<file path="src/rtl/regfile_pkg.sv">
// Shared definitions for the uPOWER register file and its port controller.
// Sizes and the controller FSM encoding live here so both sides agree.
package regfile_pkg;

    localparam int N     = 64;
    localparam int R     = 32;
    localparam int ASIZE = $clog2(R);

    typedef enum logic [1:0] {
        IDLE  = 2'd0,
        ISSUE = 2'd1,
        CAPT  = 2'd2,
        RESP  = 2'd3
    } state_e;

endpackage

</file>
<file path="src/rtl/regfile_port_ctrl.sv">
// Port controller for the 32 x 64b register file: sequences the registered
// two-operand read with write-after-read bypass and forwards writebacks.
//
// Handshakes: a transfer fires on a rising edge where valid & ready are both
// high; the initiator holds valid and payload until then, and ready may depend
// combinationally on the partner's valid/ready but never the other way round.
module regfile_port_ctrl
    import regfile_pkg::*;
(
    input  logic             i_clk,
    input  logic             i_rst,
    input  logic             i_rd_req_valid,
    output logic             o_rd_req_ready,
    input  logic [ASIZE-1:0] i_rd_ra,
    input  logic [ASIZE-1:0] i_rd_rb,
    output logic             o_rd_rsp_valid,
    input  logic             i_rd_rsp_ready,
    output logic [N-1:0]     o_rd_rsp_a,
    output logic [N-1:0]     o_rd_rsp_b,
    input  logic             i_wb_valid,
    output logic             o_wb_ready,
    input  logic [ASIZE-1:0] i_wb_rd,
    input  logic [N-1:0]     i_wb_data,
    output logic [ASIZE-1:0] o_rf_reg_id_r1,
    output logic [ASIZE-1:0] o_rf_reg_id_r2,
    output logic [ASIZE-1:0] o_rf_reg_id_w,
    output logic [N-1:0]     o_rf_data_in,
    output logic             o_rf_wr,
    input  logic [N-1:0]     i_rf_data_out1,
    input  logic [N-1:0]     i_rf_data_out2,
    output state_e           o_state
);

    state_e           r_state;
    state_e           w_next;
    logic             w_req_ready;
    logic             w_req_fire;
    logic             w_wb_fire;
    logic             w_hit_a;
    logic             w_hit_b;
    logic [ASIZE-1:0] r_rf_id1;
    logic [ASIZE-1:0] r_rf_id2;
    logic             r_hit_a;
    logic             r_hit_b;
    logic [N-1:0]     r_byp_a;
    logic [N-1:0]     r_byp_b;
    logic             r_rsp_valid;
    logic [N-1:0]     r_rsp_a;
    logic [N-1:0]     r_rsp_b;

    // Write port is a straight pass-through; only reset can hold it off.
    assign o_wb_ready    = ~i_rst;
    assign o_rf_wr       = i_wb_valid & ~i_rst;
    assign o_rf_reg_id_w = i_wb_rd;
    assign o_rf_data_in  = i_wb_data;
    assign w_wb_fire     = i_wb_valid & o_wb_ready;

    assign o_rd_req_ready = w_req_ready & ~i_rst;
    assign w_req_fire     = i_rd_req_valid & o_rd_req_ready;

    // A write landing on the register file's sampling edge is invisible to
    // the read, so it must be caught here.
    assign w_hit_a = w_wb_fire && (i_wb_rd == r_rf_id1);
    assign w_hit_b = w_wb_fire && (i_wb_rd == r_rf_id2);

    always_comb begin
        w_next      = r_state;
        w_req_ready = 1'b0;
        case (r_state)
            IDLE: begin
                w_req_ready = 1'b1;
                if (i_rd_req_valid) w_next = ISSUE;
            end
            ISSUE: w_next = CAPT;
            CAPT:  w_next = RESP;
            RESP: begin
                w_req_ready = i_rd_rsp_ready;
                if (i_rd_rsp_ready) w_next = i_rd_req_valid ? ISSUE : IDLE;
            end
            default: w_next = IDLE;
        endcase
    end

    always_ff @(posedge i_clk or posedge i_rst) begin
        if (i_rst) begin
            r_state     <= IDLE;
            r_rf_id1    <= '0;
            r_rf_id2    <= '0;
            r_hit_a     <= 1'b0;
            r_hit_b     <= 1'b0;
            r_byp_a     <= '0;
            r_byp_b     <= '0;
            r_rsp_valid <= 1'b0;
            r_rsp_a     <= '0;
            r_rsp_b     <= '0;
        end else begin
            r_state <= w_next;
            if (w_req_fire) begin
                r_rf_id1 <= i_rd_ra;
                r_rf_id2 <= i_rd_rb;
            end
            case (r_state)
                ISSUE: begin
                    r_hit_a <= w_hit_a;
                    r_hit_b <= w_hit_b;
                    if (w_hit_a) r_byp_a <= i_wb_data;
                    if (w_hit_b) r_byp_b <= i_wb_data;
                end
                CAPT: begin
                    r_rsp_a     <= r_hit_a ? r_byp_a : i_rf_data_out1;
                    r_rsp_b     <= r_hit_b ? r_byp_b : i_rf_data_out2;
                    r_rsp_valid <= 1'b1;
                    r_hit_a     <= 1'b0;
                    r_hit_b     <= 1'b0;
                end
                RESP: begin
                    if (i_rd_rsp_ready) r_rsp_valid <= 1'b0;
                end
                default: ;
            endcase
        end
    end

    assign o_rf_reg_id_r1 = r_rf_id1;
    assign o_rf_reg_id_r2 = r_rf_id2;
    assign o_rd_rsp_valid = r_rsp_valid;
    assign o_rd_rsp_a     = r_rsp_a;
    assign o_rd_rsp_b     = r_rsp_b;
    assign o_state        = r_state;

endmodule

</file>
<file path="config.mk">
export PLATFORM = sky130hd
export DESIGN_NAME = regfile_port_ctrl
export DESIGN_NICKNAME = d
export VERILOG_FILES = /design/src/rtl/regfile_pkg.sv /design/src/rtl/regfile_port_ctrl.sv
export SDC_FILE = /design/constraint.sdc
export NUM_CORES = 1
export LEC_CHECK = 0
export ABC_CLOCK_PERIOD_IN_PS = 15550
export CAP_MARGIN = 20
export CORE_UTILIZATION = 45
export DETAILED_ROUTE_END_ITERATION = 8
export HOLD_SLACK_MARGIN = 0.05
export PLACE_DENSITY = 0.76
export SLEW_MARGIN = 0
export SYNTH_ARGS = -nofsm -noshare
export SYNTH_HDL_FRONTEND = slang
export SYNTH_SLANG_ARGS = --single-unit
</file>
<file path="constraint.sdc">
create_clock -name i_clk -period 15.55 [get_ports i_clk]
set_input_delay 4.665 -clock i_clk [delete_from_list [all_inputs] [get_ports i_clk]]
set_output_delay 4.665 -clock i_clk [all_outputs]
set_load 0.05 [all_outputs]
</file>
* After elaboration in Yosys (flattened, before gate mapping)
Cells that the tools add are included.
Storage, ports and cells: bits in registers 271, output and inout bits 213
Cells by class: equal/unequal tests 7, mux-type cells 11, bitwise logic cells 4, reduce and logical (&&, ||, !) cells 9
Operators by type and width (count):
- 64-bit two-way mux | 2
- 5-bit equality test | 2
- 1-bit case mux with 2 select lines | 4
- 2-bit case mux with 4 select lines | 1
- 2-bit AND reduction | 4
- 2-bit equality test (second input constant) | 2
- 2-bit two-way mux | 2
- 2-bit != test (second input constant) | 2
- 2-bit nonzero test | 2
- 1-bit bitwise AND | 3
- 2-bit by 1-bit equality test with 1-bit output (second input constant) | 1
- 1-bit logical AND | 2
- 2-bit logical NOT | 1
- 1-bit two-way mux | 2
- 1-bit inverter | 1

* Longest topological paths before layout
depth in word-level cells 4, depth in mapped cells 7, depth with buffers taken out 6

* Worst setup path after synthesis
OpenSTA, ideal clock, no wires.
path type input to output, start point input i_rst, end point output o_wb_ready, arrival 10.507 ns, required time 10.885 ns, slack 0.378 ns, cell stages on the path 1, cell sequence inv_1
Between the ends: cells in the longest elaborated chain, start to end 1
RTL lines:
- start: declaration | RTL line regfile_port_ctrl.sv:11 | input logic i_rst,
- 1-bit inverter | RTL line regfile_port_ctrl.sv:52 | assign o_wb_ready = ~i_rst;
- end: declaration | RTL line regfile_port_ctrl.sv:21 | output logic o_wb_ready,
No other way between the ends.

* Final worst setup path
Same ends and word-level chain as after synthesis.

==> run summary <==
Run status -> finished, final reports clean
Final #Nets -> 1,521
Setup Skew -> 0.0110 ns
Register Area -> 6790 µm²
Rel. slew slack -> 0.253
Maximum clock rate -> 88.9 MHz
Final Critical Period -> 11.25 ns
Die ar. -> 27,000 µm²
Vias in the first global route -> 8,476
Hold Path Class -> reg2reg
Sequential share of the synthesized area -> 0.571
Grt total ovfl -> 0
Area of the multi-input gates -> 4300 µm²
Syn Std Cell Area -> 11,900 µm²
Initial antenna violation count -> 2
Most frequent cell after synthesis -> dfrtp_1
Maxcap violations -> 0
Post-route DRC -> 0
Post-CTS setup buffer count -> 0
CTS tree -> yes
Wire length per cell -> 19.6 µm
Placed Cells -> 1,606
First-pass GRT wire length -> 48,800 µm
Worst vdd ir -> 0.141 mV
ANT nets after route -> 0
CTS Buffer Depth -> 3
Fill count -> 2,015
Worst-path clk slew -> 0.06 ns
Fin crit share -> 0.724
Vias -> 8,405
Clock Sinks -> 271
Share of the synthesized area in the top cell type -> 0.571
Avg Vias per Cell -> 5.05
Starting Density -> 0.457
1st-iter DRT viols -> 444
Die width -> 164 µm
Fraction of registers with async set/reset -> 1.00
GRT Util Overall -> 0.235
TritonCTS Buffers -> 30
CP required -> 10.89 ns
Mean post-synth cell area -> 12.3 µm²
RSZ-0062 raised after global routing -> no
Slew Limit Fails -> 0
Synthesized Nets -> 1,181
Synthesis-to-finish area growth -> 42.3%
Ys Warns -> 0
Non-filler cells, final -> 1,663
Final WL -> 32,600 µm
Hold_buf cts -> 0
Final setup vio count -> 0
Worst-Skew Late Latency -> 0.54 ns
GP Congestion -> 0.814
Worst slew pin tran -> 1.12 ns
Maximum fanout along the worst path -> 61
I/O Pins -> 425
Final hold vios -> 0
# H-tree levels -> 1
Cell Pwr Density -> 209 nW/µm²
Most frequent cells after synthesis -> 271 x dfrtp_1, 130 x a21oi_1, 129 x mux2i_1, 129 x nor2_1, 121 x mux2_2
Startpoint Class -> input port
Post-synth EDFFs -> 0
Largest net degree at the start of global routing -> 146
Root buf cell -> clkbuf_16
CP Class -> in2out
Worst EP arrival -> 6.59 ns
Leak -> 7.22 nW
Ranking of synthesized cells by area -> dfrtp_1 57%, mux2_2 11%, mux2i_1 11%
Post-CTS Resized -> 0
Slack of the worst reg-to-reg path -> 12.48 ns
CP endpoint kind -> output pin
Die height -> 164 µm
Mapped Cells -> 963
Cell accounting for the most synthesized area -> dfrtp_1
First-pass iteration count of the detailed router -> 5
Core ar. -> 26,000 µm²
Core Rows -> 59
PortBufs -> 424
Setup TNS -> 0 ns
Synth Flop Type -> dfrtp_1
Number of distinct library cells after synthesis -> 28
DP HPWL -> 22,100 µm
Synth Register Bits -> 271
Pwr Total -> 3.53 mW
Layout cells sized above 1 -> 0.140
-- worst max-delay path, cell delays in order --
cell             delay, ns
clkdlybuf4s50_1       0.58
inv_8                 0.41
clkdlybuf4s50_1       0.89
-- report_power, final --
group	internal (mW)	switching, mW
Sequential	0.995	0.167
Combinational	0.574	1.07
Clock	0.454	0.278
Total	2.02	1.51
-- flip-flops by register name, summed over array words and instances (netlist names) --
register and count:
o_rd_rsp_a 64, o_rd_rsp_b 64, r_byp_a 64, r_byp_b 64
o_rf_reg_id_r1 5, o_rf_reg_id_r2 5, o_state 2, o_rd_rsp_valid 1
r_hit_a 1, r_hit_b 1
-- per-stage QoR --
| stage | hold slack, ns | setup WS [ns] | utilization | instance area (µm²) |
|---|---|---|---|---|
| 2_1_floorplan | 0.458 | 0.378 | - | 11900 |
| 3_3_place_gp | 0.466 | 4.25 | 0.610 | 15900 |
| 3_5_place_dp | 0.475 | 4.24 | 0.610 | 15900 |
| 4_1_cts | 0.489 | 4.24 | 0.650 | 16900 |
| 5_1_grt | 0.511 | 4.18 | 0.651 | 16900 |
| 6_report | 0.488 | 4.30 | 0.651 | 16900 |
-- placed cells by master, fill, tap and decap left out, drive strengths merged, types with 2 or more instances in the layout --
cell type      Yosys  routed
a21oi            130     130
mux2i            129     129
bufinv             0       3
clkdlybuf4s50      0     424
nand2              5       5
xor2               5       5
diode              0       2
clkbuf            28      46
mux2             139     139
ha                 6       6
xnor2              5       5
clkinv             0       6
nor2             129     129
buf               96       8
o22ai              2       2
inv                7       7
dfrtp            271     271
nor3               3       3
-- area by class of cell --
class                           instances  area share
Inverter                                7     0.00200
Tap cell                              335      0.0248
Antenna cell                            2    0.000296
Timing Repair Buffer                  432       0.255
Sequential cell                       271       0.402
Multi-Input combinational cell        561       0.254
Clock buffer                           46      0.0545
Clock inverter                          9     0.00710
-- metal layers --
| metal | wire length [µm] | up-vias | share of wire | GRT usage |
|---|---|---|---|---|
| li1 | - | 3958 | - | - |
| met1 | 13200 | 4140 | 0.41 | 0.294 |
| met2 | 16800 | 258 | 0.51 | 0.415 |
| met3 | 1970 | 47 | 0.060 | 0.0457 |
| met4 | 639 | 2 | 0.020 | 0.0588 |
| met5 | 13 | - | 0.00040 | 0 |
-- cell families (layout without fill, tap and decap cells) --
group	count (synthesis)	after routing	share of synthesized area
xor gates and xnor gates	10	10	0.00737
buffers and inverters	131	494	0.0687
adders and majority gates	6	6	0.00632
other	0	2	0
muxes	268	268	0.240
and+or+nand+nor	141	141	0.0478
DFF	271	271	0.571
AOI/OAI and AO/OA	136	136	0.0584
-- path summary, 6_finish.rpt --
check                           cells after the start                    start                    endpoint
worst min-delay path                                1  r_byp_b[59]$_DFFE_PP0P_     r_byp_b[59]$_DFFE_PP0P_
worst max register to register                      6   o_state[1]$_DFFE_PP0P_     r_byp_b[61]$_DFFE_PP0P_
worst min register to register                      1  r_byp_b[59]$_DFFE_PP0P_     r_byp_b[59]$_DFFE_PP0P_
worst max-delay path                                3                    i_rst                  o_wb_ready
max in group asynchronous                           4                    i_rst         r_hit_b$_DFFE_PP0P_
min in group asynchronous                           2                    i_rst  o_rd_rsp_b[62]$_DFFE_PP0P_
No activity file was read; power rests on OpenSTA's default activity.
